--- src/rtl/mac_accum_sequencer.sv ---
// Operand sequencer for the 64x64 multiply-add stage: streams (a, b) pairs into the MAC and
// feeds its registered output back as c. Optional abort support under `MACSEQ_ABORT_EN.
module mac_accum_sequencer #(
    parameter int unsigned BITS  = 64,
    parameter int unsigned CNT_W = 16
) (
    input  logic                clk,
    input  logic                rst,
    input  logic                start,
    input  logic [CNT_W-1:0]    len,
    input  logic [2*BITS-1:0]   init,
`ifdef MACSEQ_ABORT_EN
    input  logic                abort,
    output logic                aborted,
`endif
    input  logic                in_valid,
    output logic                in_ready,
    input  logic [BITS-1:0]     in_a,
    input  logic [BITS-1:0]     in_b,
    output logic [BITS-1:0]     mac_a,
    output logic [BITS-1:0]     mac_b,
    output logic [2*BITS-1:0]   mac_c,
    input  logic [2*BITS-1:0]   mac_o,
    output logic                busy,
    output logic                done,
    output logic [2*BITS-1:0]   result
);

    typedef enum logic [1:0] {StIdle, StLoad, StRun, StCapt} state_e;

    state_e            state_q, state_d;
    logic [CNT_W-1:0]  len_q, len_d;
    logic [CNT_W-1:0]  cnt_q, cnt_d, cnt_inc;
    logic [2*BITS-1:0] init_q, init_d;
    logic [2*BITS-1:0] result_q, result_d;
    logic              done_q, done_d;
    logic              abort_req;

`ifdef MACSEQ_ABORT_EN
    assign abort_req = abort;
`else
    assign abort_req = 1'b0;
`endif

    assign cnt_inc = cnt_q + CNT_W'(1);

    always_comb begin
        state_d  = state_q;
        len_d    = len_q;
        init_d   = init_q;
        cnt_d    = cnt_q;
        result_d = result_q;
        done_d   = 1'b0;
        in_ready = 1'b0;
        mac_a    = '0;
        mac_b    = '0;
        // Default feedback keeps the MAC output stable whenever no term is issued.
        mac_c    = mac_o;
        case (state_q)
            StIdle: begin
                if (start) begin
                    len_d   = len;
                    init_d  = init;
                    cnt_d   = '0;
                    state_d = StLoad;
                end
            end
            StLoad: begin
                mac_c = init_q;
                if (abort_req || (len_q == '0)) begin
                    state_d = StCapt;
                end else begin
                    state_d = StRun;
                end
            end
            StRun: begin
                in_ready = ~abort_req;
                if (abort_req) begin
                    state_d = StCapt;
                end else if (in_valid) begin
                    mac_a = in_a;
                    mac_b = in_b;
                    cnt_d = cnt_inc;
                    if (cnt_inc == len_q) begin
                        state_d = StCapt;
                    end
                end
            end
            StCapt: begin
                // The last product landed in mac_o on the previous edge.
                result_d = mac_o;
                done_d   = 1'b1;
                state_d  = StIdle;
            end
            default: state_d = StIdle;
        endcase
    end

    always_ff @(posedge clk or negedge rst) begin
        if (!rst) begin
            state_q  <= StIdle;
            len_q    <= '0;
            cnt_q    <= '0;
            init_q   <= '0;
            result_q <= '0;
            done_q   <= 1'b0;
        end else begin
            state_q  <= state_d;
            len_q    <= len_d;
            cnt_q    <= cnt_d;
            init_q   <= init_d;
            result_q <= result_d;
            done_q   <= done_d;
        end
    end

`ifdef MACSEQ_ABORT_EN
    logic cut_q;
    logic aborted_q;

    always_ff @(posedge clk or negedge rst) begin
        if (!rst) begin
            cut_q     <= 1'b0;
            aborted_q <= 1'b0;
        end else begin
            if (state_q == StIdle) begin
                cut_q <= 1'b0;
            end else if (abort_req && (state_q == StLoad || state_q == StRun)) begin
                cut_q <= 1'b1;
            end
            if (state_q == StCapt) begin
                aborted_q <= cut_q;
            end
        end
    end

    assign aborted = aborted_q;
`endif

    assign busy   = (state_q != StIdle);
    assign done   = done_q;
    assign result = result_q;

endmodule
--- config.mk ---
export PLATFORM = sky130hd
export DESIGN_NAME = mac_accum_sequencer
export DESIGN_NICKNAME = d
export VERILOG_FILES = /design/src/rtl/mac_accum_sequencer.sv
export SDC_FILE = /design/constraint.sdc
export NUM_CORES = 1
export LEC_CHECK = 0
export CELL_PAD_IN_SITES_DETAIL_PLACEMENT = 1
export CELL_PAD_IN_SITES_GLOBAL_PLACEMENT = 1
export CORE_AREA = 2 2 308 310
export DETAILED_ROUTE_END_ITERATION = 12
export DIE_AREA = 0 0 310 312
export MAX_ROUTING_LAYER = met4
export PLACE_DENSITY = 0.54
export SYNTH_ARGS = -nofsm -noshare
export SYNTH_HDL_FRONTEND = slang
export SYNTH_SLANG_ARGS = --single-unit
--- constraint.sdc ---
create_clock -name clk -period 3 [get_ports clk]
set_input_delay 0.6 -clock clk [delete_from_list [all_inputs] [get_ports clk]]
set_output_delay 0.6 -clock clk [all_outputs]
set_load 0.005 [all_outputs]
==> results of run 1 <==
## per-stage QoR
step	hold WS [ps]	area [um^2]	setup TNS, ps	utilization, %
floorplan	304	14000	0	-
global placement	483	23600	0	25.4
detailed placement	487	23600	0	25.4
CTS	13.2	25600	-1880	27.6
global route	6.11	25900	-798	27.8
finish	4.70	25900	-11.4	27.8
## final cells by class
class,count,share of cell area (%)
Clock inverter,12,0.527
Tap cell,1254,6.06
Multi-Input combinational cell,686,25.6
Antenna cell,16,0.155
Clock buffer,58,4.40
Inverter,8,0.116
Timing Repair Buffer,885,35.0
Sequential cell,291,28.1
## worst paths after layout
path | start | to | slack [ps] | cells past startpoint
setup / recovery | state_q[1]$_DFFE_PN0P_ | mac_b[60] | -10 | 9
hold / removal | rst | init_q[4]$_DFFE_PN0P_ | 5 | 1
setup reg to reg | state_q[1]$_DFFE_PN0P_ | state_q[0]$_DFFE_PN0P_ | 230 | 12
hold reg to reg | init_q[32]$_DFFE_PN0P_ | init_q[32]$_DFFE_PN0P_ | 500 | 1
max in group asynchronous | rst | result[123]$_DFFE_PN0P_ | 2090 | 2
min in group clk | init_q[32]$_DFFE_PN0P_ | init_q[32]$_DFFE_PN0P_ | 500 | 1
## worst max-delay path: stages, from the launching register on
cell	delay [ps]
dfrtp_1	410
buf_6	150
ha_4	160
buf_12	130
buf_12	150
buf_12	120
buf_16	120
buf_4	150
and3_1	150
dlygate4sd2_1	280
## cell usage in the layout (no fill, tap or decap), drive strengths merged, types with 2 or more instances in the layout
| master | instances |
|---|---|
| a211oi | 2 |
| a21oi | 3 |
| a22o | 3 |
| a31oi | 2 |
| and2 | 2 |
| and3 | 130 |
| buf | 93 |
| bufbuf | 2 |
| clkbuf | 75 |
| clkdlybuf4s15 | 37 |
| clkdlybuf4s50 | 548 |
| clkinv | 9 |
| dfrtp | 291 |
| diode | 16 |
| dlygate4sd2 | 171 |
| dlymetal6s2s | 17 |
| ha | 6 |
| inv | 10 |
| mux2 | 402 |
| nand2 | 37 |
| nand3 | 8 |
| nand4 | 6 |
| nor2 | 10 |
| nor3 | 3 |
| nor4 | 8 |
| o211ai | 2 |
| o21ai | 23 |
| o31ai | 5 |
| xnor2 | 19 |
| xor2 | 4 |
## sequential cells by signal, indices dropped and copies added, names as in the netlist
name	flops
result	128
len_q	16
state_q	2
done	1
cnt_q	16
init_q	128
## layer usage
metal	vias up	part of all wire (%)	track usage [%]
met5	-	0	-
met3	91	8.9	4.98
met1	6246	34	14.4
li1	5551	-	-
met4	0	2.7	4.57
met2	542	54	28.1
## report_power, final
part           leakage [nW]  switching, mW  total, mW  internal, mW
clock                 0.628           1.98       4.72          2.74
sequential             3.46           1.17       7.05          5.89
combinational          7.24           4.79       12.5          7.73
## kinds of logic (layout without fill, tap and decap cells)
family                     count (synthesis)  in the layout  synth area share [%]
and+or+nand+nor                          208            208                  9.03
DFF                                      291            291                  52.0
AOI/OAI and AO/OA                         47             47                  2.29
adders and majority gates                  6              6                 0.536
other                                      0             16                     0
xor gates and xnor gates                  23             23                  1.44
muxes                                    402            402                  32.3
buffers and inverters                     87            963                  2.38
## timing repair
item / 4_1_cts / 5_1_grt
setup endpoints to repair: 253 / 71
setup buffers: 31 / 15
pin swaps: 2 / 0
resized for setup: 317 / 78
cloned: 15 / 2
==> flow_metrics.env, run 1 <==
export IMPL_yosys_top_cells_area="dfrtp_1 (52%), mux2_2 (32%), and3_1 (5.8%)"
export IMPL_p_leak_nw=11.3
export IMPL_ys_flop_type="dfrtp_1"
export IMPL_crit_type="flip-flop to output port"
export IMPL_cp_required_ps=2400
export IMPL_grt_usage_pct=15.0
export IMPL_avgViaCountPerCell=3.87
export IMPL_maxCapViolations=0
export IMPL_grt_max_degree=68
export IMPL_io_pin_count=791
export IMPL_synth_edf_count=0
export IMPL_cts_buffer_depth=3
export IMPL_timing_fmax_mhz=332
export IMPL_row_count=112
export IMPL_drive_above_1_share_pct=32.1
export IMPL_slew_limit_headroom_pct=53.6
export IMPL_drt_iter0_markers=321
export IMPL_final_cells=3210
export IMPL_synth_top_area_share_pct=52.0
export IMPL_remaining_drc_errors=0
export IMPL_ys_seq_area_share_pct=52.0
export IMPL_ys_seq_elements=291
export IMPL_crit_path_max_fanout=8
export IMPL_skew_ps=50.1
export IMPL_syn_cell_area_um2=14000
export IMPL_max_vdd_ir_drop_v=0.000525
export IMPL_gp_congestion=0.855
export IMPL_failed_checks="setup timing"
export IMPL_power_total_mw=24.3
export IMPL_numPortBuffers=790
export IMPL_post_place_ws_ps=246
export IMPL_hpwl_mm=53.8
export IMPL_clk_pin_slew_ps=60
export IMPL_hold_buffers=0
export IMPL_cp_start_kind="flip-flop"
export IMPL_initial_core_util_pct=15.0
export IMPL_grt_pass1_wl_mm=103
export IMPL_yosysMostFrequentCell="mux2_2"
export IMPL_num_vias=12400
export IMPL_grt_antenna_before_repair=15
export IMPL_setup_viol_count_final=1
export IMPL_yosysTopAreaCell="dfrtp_1"
export IMPL_syn2layout_area_growth_pct=84.8
export IMPL_cts_sinks=291
export IMPL_avgRoutedWirePerCell_um=23.0
export IMPL_outcome="finished with violations"
export IMPL_fin_nets=2322
export IMPL_async_reset_ff_share_pct=100
export IMPL_n_fill_cell=10300
export IMPL_cts_made_buffers=40
export IMPL_dr_pass1_iters=4
export IMPL_dp_cells=3063
export IMPL_slew_viol_final=0
export IMPL_period_needed_ps=3010
export IMPL_hold_class="input port to async pin"
export IMPL_overflow=0
export IMPL_endpoint_kind="output port"
export IMPL_htree_levels=2
export IMPL_wirelength_mm=73.8
export IMPL_grt_pass1_vias=14200
export IMPL_timing_final_crit_share_pct=100
export IMPL_die_area_um2=96700
export IMPL_root_buffer="clkbuf_16"
export IMPL_regArea_um2=7280
export IMPL_fp_coreArea_um2=93000
export IMPL_ant_nets=0
export IMPL_synth_top_cells_by_count="mux2_2 (402), dfrtp_1 (291), and3_1 (130)"
export IMPL_clk_insertion_delay_late_ps=580
export IMPL_syn_inst=1064
export IMPL_cts_tree="done"
export IMPL_crit_arrival_ps=2410
export IMPL_power_density_nw_per_um2=939
export IMPL_setup_ws_ps=-11.4
export IMPL_rsz0062_at_grt="true"
export IMPL_yosysWarningCount=0
export IMPL_die_x_um=310
export IMPL_synth_distinct_cells=42
export IMPL_die_height_um=312
export IMPL_syn_num_nets=1474
export IMPL_hold_violations=0
export IMPL_multi_input_area_um2=6620
export IMPL_postSynthAreaPerCell_um2=13.2
export IMPL_worst_pin_slew_ps=694
No activity file was read; power rests on OpenSTA's default activity.
==> run 2: changes to the inputs <==
--- a/config.mk
+++ b/config.mk
@@ -7,11 +7,11 @@
 export LEC_CHECK = 0
 export CELL_PAD_IN_SITES_DETAIL_PLACEMENT = 1
 export CELL_PAD_IN_SITES_GLOBAL_PLACEMENT = 1
-export CORE_AREA = 2 2 308 310
+export CORE_AREA = 2 2 307 309
 export DETAILED_ROUTE_END_ITERATION = 12
-export DIE_AREA = 0 0 310 312
+export DIE_AREA = 0 0 309 311
 export MAX_ROUTING_LAYER = met4
-export PLACE_DENSITY = 0.54
+export PLACE_DENSITY_LB_ADDON = 0.1
 export SYNTH_ARGS = -nofsm -noshare
 export SYNTH_HDL_FRONTEND = slang
 export SYNTH_SLANG_ARGS = --single-unit
==> constraint.sdc (replaced) <==
create_clock -name clk -period 3.8 [get_ports clk]
set_input_delay 0.76 -clock clk [delete_from_list [all_inputs] [get_ports clk]]
set_output_delay 0.76 -clock clk [all_outputs]
set_load 0.005 [all_outputs]
==> flow_metrics.env, run 2 (synthesis results as in run 1) <==
export IMPL_numPortBuffers=790
export IMPL_syn2layout_area_growth_pct=78.6
export IMPL_io_pin_count=791
export IMPL_final_common_cell="clkdlybuf4s50_1"
export IMPL_overflow=0
export IMPL_root_buffer="clkbuf_16"
export IMPL_cts_made_buffers=41
export IMPL_cp_required_ps=3040
export IMPL_clk_insertion_delay_late_ps=570
export IMPL_cts_buffer_depth=3
export IMPL_setup_viol_count_final=0
export IMPL_avgViaCountPerCell=3.77
export IMPL_timing_fmax_mhz=276
export IMPL_regArea_um2=7280
export IMPL_ant_nets=0
export IMPL_grt_antenna_before_repair=23
export IMPL_timing_final_crit_share_pct=95.2
export IMPL_num_vias=11900
export IMPL_worst_pin_slew_ps=719
export IMPL_holdWs_ps=198
export IMPL_grt_pass1_vias=13500
export IMPL_cts_tree="done"
export IMPL_drt_iter0_markers=280
export IMPL_max_vdd_ir_drop_v=0.000349
export IMPL_hpwl_mm=52.9
export IMPL_outcome="complete, no violations"
export IMPL_layout_common_cells="clkdlybuf4s50_1 (788), mux2_2 (402), dfrtp_1 (291)"
export IMPL_p_leak_nw=10.0
export IMPL_fp_coreArea_um2=92800
export IMPL_remaining_drc_errors=0
export IMPL_tns_ps=0
export IMPL_slew_limit_headroom_pct=52.0
export IMPL_grt_pass1_wl_mm=96.3
export IMPL_cp_start_kind="flip-flop"
export IMPL_power_density_nw_per_um2=732
export IMPL_crit_path_max_fanout=16
export IMPL_maxCapViolations=0
export IMPL_hold_violations=0
export IMPL_dr_pass1_iters=4
export IMPL_final_cells=3152
export IMPL_grt_usage_pct=14.1
export IMPL_wirelength_mm=68.7
export IMPL_hold_class="input port to async pin"
export IMPL_skew_ps=19.7
export IMPL_avgRoutedWirePerCell_um=21.8
export IMPL_multi_input_area_um2=6430
export IMPL_crit_arrival_ps=2860
export IMPL_period_needed_ps=3620
export IMPL_endpoint_kind="output port"
export IMPL_rsz0062_at_grt="false"
export IMPL_drive_above_1_share_pct=27.0
export IMPL_slew_viol_final=0
export IMPL_die_x_um=309
export IMPL_initial_core_util_pct=15.1
export IMPL_die_area_um2=96100
export IMPL_cts_sinks=291
export IMPL_row_count=112
export IMPL_grt_max_degree=95
export IMPL_die_height_um=311
export IMPL_n_fill_cell=10200
export IMPL_crit_type="flip-flop to output port"
export IMPL_fin_nets=2257
export IMPL_dp_cells=3058
export IMPL_htree_levels=2
export IMPL_clk_pin_slew_ps=60
export IMPL_gp_congestion=0.755
## run 2: cell count changes in the layout (fill, tap and decap cells not counted), moves of 14 or more
cell,previous run,this run
clkbuf_2,15,0
and3_1,101,130
mux2_4,16,0
clkdlybuf4s50_1,548,788
dlymetal6s2s_1,17,0
mux2_2,386,402
buf_16,14,0
dlygate4sd2_1,171,0
clkdlybuf4s15_1,34,0
and3_4,24,0
buf_4,47,15
## run 2: critical path, stage by stage, from the launching register on
cell and delay, ps:
dfrtp_1 460, inv_1 180, ha_4 300, buf_12 210
buf_4 270, mux2_2 360, clkdlybuf4s50_1 480
## run 2: what timing repair did
action | 4_1_cts | 5_1_grt
hold buffers | 0 | 0
endpoints found under the setup margin | 61 | 0
buffers inserted | 0 | 0
gates resized for setup | 1 | 0
## run 2: metal layers
metal,up-vias,wire length [um],GRT usage [%]
li1,5438,-,-
met1,5852,22600,12.5
met2,500,36500,26.2
met3,86,7510,6.55
met4,0,2090,4.32
met5,-,0,-
## run 2: worst paths after layout
check | from | end | slack (ps) | depth (start not counted)
max in group asynchronous | rst | init_q[4]$_DFFE_PN0P_ | 2830 | 2
worst max-delay path | state_q[1]$_DFFE_PN0P_ | mac_c[84] | 180 | 6
min in group clk | init_q[58]$_DFFE_PN0P_ | init_q[58]$_DFFE_PN0P_ | 500 | 1
worst min register to register | init_q[58]$_DFFE_PN0P_ | init_q[58]$_DFFE_PN0P_ | 500 | 1
worst max register to register | cnt_q[2]$_DFFE_PN0P_ | state_q[0]$_DFFE_PN0P_ | 1150 | 7
worst min-delay path | rst | result[66]$_DFFE_PN0P_ | 200 | 1
## run 2: final cells by class
| cell class | instances | share of cell area (%) |
|---|---|---|
| clock inverters | 7 | 0.485 |
| flip-flops and latches | 291 | 29.1 |
| diodes | 23 | 0.230 |
| repair buffers | 819 | 33.2 |
| clock buffers | 64 | 4.85 |
| multi-input cells | 686 | 25.7 |
| inverters | 8 | 0.120 |
| well taps | 1254 | 6.27 |
## run 2: report_power, final
part / total [mW] / internal (mW) / switching, mW
registers: 5.54 / 4.65 / 0.896
clock network: 3.86 / 2.32 / 1.53
logic: 8.90 / 5.50 / 3.39
total: 18.3 / 12.5 / 5.82
## run 2: through the flow
stage | total power [mW] | utilization, % | cell area [um^2] | setup slack, ps
after floorplan | 9.34 | - | 14000 | 1310
after global placement | 14.6 | 25.4 | 23600 | 673
after detailed placement | 14.7 | 25.4 | 23600 | 575
after CTS | 18.8 | 26.9 | 24900 | 66.7
after global routing | 19.5 | 27.0 | 25000 | 21.8
final | 18.3 | 27.0 | 25000 | 181
==> run 3: changes to the inputs <==
--- a/config.mk
+++ b/config.mk
@@ -10,6 +10,7 @@
 export CORE_AREA = 2 2 307 309
 export DETAILED_ROUTE_END_ITERATION = 12
 export DIE_AREA = 0 0 309 311
+export GPL_TIMING_DRIVEN = 0
 export MAX_ROUTING_LAYER = met4
 export PLACE_DENSITY_LB_ADDON = 0.1
 export SYNTH_ARGS = -nofsm -noshare
==> flow_metrics.env, run 3 (synthesis results as in run 1) <==
export IMPL_fin_nets=2311
export IMPL_die_height_um=311
export IMPL_dr_wl_met2_mm=38.4
export IMPL_num_vias=12200
export IMPL_die_area_um2=96100
export IMPL_power_total_mw=18.7
export IMPL_io_pin_count=791
export IMPL_clk_insertion_delay_late_ps=550
export IMPL_stdcell_area_um2=25200
export IMPL_skew_ps=15.1
export IMPL_crit_path_max_fanout=10
export IMPL_crit_arrival_ps=2950
export IMPL_endpoint_kind="output port"
export IMPL_crit_type="input port to output port"
export IMPL_grt_usage_pct=15.2
export IMPL_wl_met1_mm=24.5
export IMPL_cts_buffer_depth=3
export IMPL_power_density_nw_per_um2=743
export IMPL_overflow=0
export IMPL_grt_max_degree=89
export IMPL_grt_pass1_wl_mm=102
export IMPL_period_needed_ps=3710
export IMPL_post_place_ws_ps=-713
export IMPL_hpwl_mm=58.2
export IMPL_drt_iter0_markers=240
export IMPL_avgRoutedWirePerCell_um=22.9
export IMPL_cts_made_buffers=42
export IMPL_slew_viol_final=0
export IMPL_max_vdd_ir_drop_v=0.000316
export IMPL_n_fill_cell=10300
export IMPL_htree_levels=2
export IMPL_final_common_cell="clkdlybuf4s50_1"
export IMPL_highest_layer="met4"
export IMPL_hold_class="input port to async pin"
export IMPL_place_area_um2=23600
export IMPL_gp_congestion=0.757
export IMPL_slew_limit_headroom_pct=22.8
export IMPL_avgViaCountPerCell=3.81
export IMPL_fp_coreArea_um2=92800
export IMPL_p_leak_nw=10.1
export IMPL_maxCapViolations=0
export IMPL_timing_fmax_mhz=269
export IMPL_setup_viol_count_final=0
export IMPL_row_count=112
export IMPL_grt_antenna_before_repair=26
export IMPL_syn2layout_area_growth_pct=79.8
export IMPL_setup_ws_ps=85.6
export IMPL_rsz0062_at_grt="false"
export IMPL_worst_pin_slew_ps=1160
export IMPL_hold_buffers=0
export IMPL_hold_violations=0
export IMPL_outcome="complete, no violations"
export IMPL_wl_met3_mm=7.56
export IMPL_cp_required_ps=3040
export IMPL_drive_above_1_share_pct=27.1
export IMPL_clk_pin_slew_ps=50
export IMPL_grt_pass1_vias=14100
export IMPL_root_buffer="clkbuf_16"
export IMPL_numPortBuffers=790
export IMPL_dr_pass1_iters=4
export IMPL_tns_ps=0
export IMPL_initial_core_util_pct=15.1
export IMPL_cts_sinks=291
export IMPL_wirelength_mm=73.4
export IMPL_remaining_drc_errors=0
export IMPL_ant_nets=0
export IMPL_timing_final_crit_share_pct=97.7
export IMPL_cts_tree="done"
export IMPL_layout_common_cells="clkdlybuf4s50_1 (787), mux2_2 (402), dfrtp_1 (291)"
export IMPL_die_x_um=309
export IMPL_cp_start_kind="input port"
==> run 3: cell types whose count changed in the layout (fill, tap and decap cells not counted), sizes merged <==
cell	change
buf	-16
bufinv	+1
clkbuf	+66
clkdlybuf4s50	-1
clkinvlp	+2
diode	+4
dlymetal6s2s	+2
inv	+2
==> run 3: worst paths after layout <==
check                                             from  slack, ps  cells after the start                      to
max in group asynchronous                          rst       2390                      3   cnt_q[11]$_DFFE_PN0P_
worst min register to register  init_q[69]$_DFFE_PN0P_        500                      1  init_q[69]$_DFFE_PN0P_
worst max-delay path                          in_valid         90                      5               mac_b[39]
worst max register to register  state_q[1]$_DFFE_PN0P_        600                      6  init_q[86]$_DFFE_PN0P_
worst min-delay path                               rst         90                      1  init_q[71]$_DFFE_PN0P_
min in group clk                init_q[69]$_DFFE_PN0P_        500                      1  init_q[69]$_DFFE_PN0P_
==> run 3: area by class of cell <==
| cell class | instances | area [um^2] | share of cell area (%) |
|---|---|---|---|
| timing repair buffer | 793 | 8000 | 31.8 |
| sequential | 291 | 7280 | 28.9 |
| multi-input combinational | 686 | 6400 | 25.4 |
| tap | 1254 | 1570 | 6.23 |
| clock buffer | 62 | 1270 | 5.03 |
| buffer | 79 | 402 | 1.59 |
| clock inverter | 12 | 163 | 0.646 |
| antenna | 27 | 67.6 | 0.268 |
| inverter | 8 | 30.0 | 0.119 |
==> run 3: metal layers <==
metal,global-route usage (%),up-vias
met5,-,-
met4,5.98,0
met3,6.46,85
met2,27.4,518
met1,14.0,6066
li1,-,5558
==> run 3: power by group <==
part	switching, mW	internal [mW]	leakage (nW)
Clock	1.59	2.51	0.701
Combinational	3.63	5.46	5.97
Sequential	0.875	4.64	3.46
Total	6.09	12.6	10.1
==> run 3: stage by stage <==
stage	cells	hold WS (ps)	util, %
6_report	3212	85.6	27.1
3_3_place_gp	3108	482	25.3
5_1_grt	3209	71.4	27.1
3_5_place_dp	3111	490	25.4
4_1_cts	3185	53.0	27.1
2_1_floorplan	1064	464	-
==> run 3: what timing repair did <==
action,in CTS,in global routing
endpoints found under the setup margin,259,54
gates resized for setup,51,20
buffers inserted,0,0
==> run 3: critical path, cell delays in order <==
cell             delay, ps
clkdlybuf4s50_1        610
clkbuf_4               330
clkbuf_2               340
and3_2                 350
clkdlybuf4s50_1        540
==> RTL change 1: new RTL, flow settings as in run 1 <==
Re-encode `state_e` (4 states) as one-hot, 4 bits wide.
--- a/src/rtl/mac_accum_sequencer.sv
+++ b/src/rtl/mac_accum_sequencer.sv
@@ -28,3 +28,3 @@
 
-    typedef enum logic [1:0] {StIdle, StLoad, StRun, StCapt} state_e;
+    typedef enum logic [3:0] {StIdle = 4'b0001, StLoad = 4'b0010, StRun = 4'b0100, StCapt = 4'b1000} state_e;
 
Formal check against the unedited RTL: same outputs for any inputs over 4 cycles, from zero or initial values and one cycle with rst low; so few cycles prove little.
==> RTL change 1 against run 1 <==
The run still ends with negative setup slack left; wire length rose by 8.0%; worst setup slack worse by 0.12 ns; non-clock buffer count is 43 higher; critical path depth is 1 higher; design area is 3.1% higher; count of clock-buffer cells in the layout down 4; synthesized area is 0.59% higher; sequential cell count grew 2; fmax down 3.9%; critical endpoint is now mac_c[45].
Power is not compared: it rests on default switching activity, and its combinational part moved more than twofold at a synthesized area within 25%.
==> RTL change 1: results (changes against run 1) <==
Route
  • DR WL/cell: 24.52 um (+6.7%)
  • DRT iter0 DRCs: 472 (+47%)
  • DR vias/cell: 3.936 (+1.6%)

Placed design
  • DP Cell Count: 3093 (+0.98%)
  • Post-DP HPWL: 60400 um (+12%)
  • Gp weighted congestion: 0.8475 (-0.89%)
  • Worst slack, placed: 0.1300 ns (-0.1163 ns)

Critical path
  • RR Startpoint: cnt_q[1]
  • Reg2reg end: state_q[2]
  • CP endpoint: mac_c[45]
  • Critical Path Source: state_q[2]
  • R2R Setup Slk: 0.32 ns (+0.09 ns)
  • CP max-delay cell: dfrtp_2
  • CP arrival: 2.53 ns (+0.12 ns)
  • Critical path peak fanout: 5 (-3)
  • R2r worst-path depth: 8 (-4)

Outcome
  • Outcome: finished, violations left
  • Failing checks: negative setup slack

Synth
  • Top cells by count, synth: mux2_2 (400), dfrtp_1 (292), and3_1 (129), buf_2 (43), clkbuf_1 (41)
  • Synth Area in XOR/XNOR: 1.181% (-0.26 points)
  • Asr flop ratio synth: 100.0% (unchanged)
  • Mux cell area share after synthesis: 31.98% (-0.35 points)
  • Seq/Total Area, Yosys: 52.07% (+0.059 points)
  • Post-Synth Adder-Cell Area: 0.08883% (-0.45 points)
  • Compound-Gate Fraction of Synth Area: 2.754% (+0.47 points)
  • Synth area leaders: dfrtp_1 (52%), mux2_2 (32%), and3_1 (5.7%)
  • Synth Net Count: 1483 (+0.61%)
  • Distinct cells, synth: 45 (+7.1%)
  • Post-Synthesis Cells: 1078 (+1.3%)

Global route
  • Vias in the first global route: 14597 (+3.0%)
  • Overall routing resource usage: 16.04% (+1.0 points)
  • First-pass GRT wire length: 108600 um (+5.7%)
  • Largest net degree at the start of global routing: 96 (+41%)
  • Initial antenna violation count: 14 (-1)

STA
  • Crit path setup slack, layout: -0.1338 ns (-0.1224 ns)
  • Final setup viols: 90 (+89)
  • Slew @ Worst Pin: 0.8560 ns (+0.1619 ns)
  • Clock Skew: 0.02565 ns (-0.02441 ns)
  • Setup TNS: -4.574 ns (-4.563 ns)

CTS
  • Inserted Clock Buffers: 39 (-2.5%)
  • Maximum clock path buffer count: 3 (unchanged)
  • Clock Latency Late Sink: 0.56 ns (-0.02 ns)
  • H-tree depth: 2 (unchanged)

Cells and area
  • Final Non-Filler Cells: 3249 (+1.2%)
  • Share of layout cells above drive strength 1: 37.03% (+4.9 points)
  • # fillers: 10264 (-0.64%)
  • Nets: 2365 (+1.9%)
-- RTL change 1: cell type report --
type | count | area share, %
Timing Repair Buffer | 928 | 36.49
Sequential cell | 293 | 27.50
Multi-Input combinational cell | 694 | 25.07
Tap cell | 1254 | 5.881
Clock buffer | 54 | 4.094
Clock inverter | 12 | 0.8161
Antenna cell | 10 | 0.09380
Inverter | 4 | 0.05628
-- RTL change 1: repair_timing --
item / 4_1_cts / 5_1_grt
pin swaps: 2 / 2
buffers inserted: 52 / 25
setup endpoints to repair: 255 / 192
resized for setup: 572 / 220
cloned: 16 / 7
-- RTL change 1: metrics by stage --
step	power, uW	util [%]	hold slack, ns	instance area, um^2
global placement	10620	25.62	0.4851	23840
CTS	16520	28.24	0.07940	26280
global route	17250	28.67	0.09852	26670
detailed placement	10720	25.62	0.4928	23840
finish	16350	28.67	0.08473	26680
floorplan	7910	-	0.3044	14080
-- RTL change 1: worst min path at each step --
stage                       end  slack, ns  depth (start not counted)
detailed placement  init_q[105]       0.49                          1
CTS                    cnt_q[2]       0.08                          1
global route         result[87]        0.1                          1
floorplan              cnt_q[0]       0.30                          0
finish                 cnt_q[2]       0.08                          1
global placement     init_q[91]       0.49                          1
-- RTL change 1: power breakdown --
part	internal (uW)	leakage [uW]	switching, uW
clock network	2970	0.000635	1850
logic	3590	0.00833	2080
registers	5000	0.00376	872
-- RTL change 1: cell families after synthesis --
kind of cell / Yosys count
mux: 400
compound gates: 59
simple gates: 215
xor+xnor: 19
flops: 293
fa+ha+maj: 1
buf+inv: 91
-- RTL change 1: routing by layer --
metal	vias up	routed length [um]	share of wire, %	track usage, %
li1	5710	-	-	-
met1	6474	27940	35	15.98
met2	521	44640	56	30.79
met3	82	5563	7.0	4.218
met4	0	1517	1.9	3.404
met5	-	0	0	-
==> RTL change 2: new RTL, settings of run 1 <==
Without the edit above. Build with the macro `MACSEQ_ABORT_EN` defined.
--- a/src/rtl/mac_accum_sequencer.sv
+++ b/src/rtl/mac_accum_sequencer.sv
@@ -2,2 +2,4 @@
 // feeds its registered output back as c. Optional abort support under `MACSEQ_ABORT_EN.
+`define MACSEQ_ABORT_EN
+
 module mac_accum_sequencer #(
Ports: changed (added abort and aborted); port bits go from 791 to 793. The function was not compared with the original's and may differ.
==> RTL change 2 against run 1 <==
Sequential power is 0.6% higher; design area is 0.63% higher; register-to-register slack better by 0.12 ns; worst setup slack better by 0.053 ns; sequential cell count is 2 higher; wire length is 5.8% lower; synthesized area is 0.55% higher; total power is 0.62% lower.
==> RTL change 2: results (changes against run 1) <==
Outcome
  • Outcome: completed

Synth
  • Mux cell area share after synthesis: 32.18% (-0.15 points)
  • Synth Area in XOR/XNOR: 1.218% (-0.22 points)
  • Seq/Total Area, Yosys: 52.08% (+0.074 points)
  • Synth area leaders: dfrtp_1 (52%), mux2_2 (32%), and3_1 (5.9%)
  • Post-Synthesis Cells: 1067 (+0.28%)
  • Top cells by count, synth: mux2_2 (401), dfrtp_1 (293), and3_1 (132), clkbuf_1 (72), o21ai_0 (20)
  • Post-Synth Adder-Cell Area: 0.4444% (-0.092 points)
  • Distinct cells, synth: 53 (+26%)
  • Compound-Gate Fraction of Synth Area: 2.648% (+0.36 points)

Critical path
  • R2R Setup Slk: 0.35 ns (+0.12 ns)
  • CP max stage delay: 0.47 ns (+0.06 ns)
  • Critical path peak fanout: 9 (+1)
  • CP max-delay cell: clkdlybuf4s50_1
  • R2r worst-path depth: 8 (-4)

Placed design
  • Port bufs: 792 (+0.25%)
  • Gp weighted congestion: 0.8312 (-2.8%)
  • Worst slack, placed: -0.1481 ns (-0.3944 ns)
  • Post-DP Area: 23900 um^2 (+1.1%)
  • DP Cell Count: 3083 (+0.65%)

Global route
  • Overall routing resource usage: 13.91% (-1.1 points)
  • Largest net degree at the start of global routing: 129 (+90%)
  • Initial antenna violation count: 13 (-2)

Route
  • Total Wirelength: 69450 um (-5.8%)
  • DRT Pass-1 Iters: 5 (+1)
  • DRT iter0 DRCs: 533 (+66%)

STA
  • Clock Skew: 0.05751 ns (+0.007456 ns)
  • Rel. slew slack: 54.30% (+0.70 points)

Cells and area
  • Nets: 2348 (+1.1%)

Power
  • Maximum VDD drop: 0.0004265 V (-19%)
==> RTL change 2: path summary, 6_finish.rpt <==
check / start / endpoint
setup / recovery: state_q[1] / mac_c[20]
hold / removal: init_q[121] / init_q[121]
setup reg to reg: cnt_q[1] / state_q[1]
hold reg to reg: init_q[121] / init_q[121]
max in group asynchronous: rst / result[109]
min in group asynchronous: rst / init_q[67]
==> RTL change 2: per-layer routing <==
metal | up-vias | GRT usage [%] | part of all wire (%)
met5 | - | - | 0
met4 | 0 | 3.371 | 2.3
met3 | 85 | 5.445 | 10
met2 | 530 | 24.05 | 50
met1 | 6124 | 14.79 | 38
li1 | 5644 | - | -
==> RTL change 2: per-stage QoR <==
step	utilization, %	setup TNS, ns	hold WS [ns]
final	27.99	0	0.4996
after global routing	27.99	-0.7164	0.5133
after CTS	27.70	-2.801	0.5040
after detailed placement	25.69	-13.83	0.4891
after global placement	25.69	-9.924	0.4816
after floorplan	-	0	0.3044
==> RTL change 2: layout make-up <==
type                            instances  area (um^2)
Inverter                                9        41.29
Timing Repair Buffer                  914         9280
Sequential cell                       293         7335
Tap cell                             1254         1569
Clock inverter                         12        158.9
Clock buffer                           59         1182
Multi-Input combinational cell        681         6457
Antenna cell                            8        20.02
Fill cell                           10337        67010
==> RTL change 2: kinds of logic (layout without fill, tap and decap cells) <==
family | after synthesis | after routing
simple gates | 198 | 198
buf+inv | 93 | 994
fa+ha+maj | 5 | 5
flops | 293 | 293
mux | 402 | 402
compound gates | 58 | 58
other cells | 0 | 8
xor+xnor | 18 | 18
==> RTL change 2: repair_timing <==
item,4_1_cts,5_1_grt
buffers inserted,31,23
pin swaps,1,2
cloned,14,5
gates resized for setup,358,175
hold endpoints to repair,14,0
hold buffers,1,0
endpoints found under the setup margin,257,154
==> RTL change 2: power by group <==
group | total (uW) | leakage (uW) | switching [uW] | internal [uW]
clock | 4850 | 0.000658 | 1940 | 2920
combinational | 12200 | 0.00734 | 4590 | 7600
sequential | 7090 | 0.00349 | 1170 | 5920
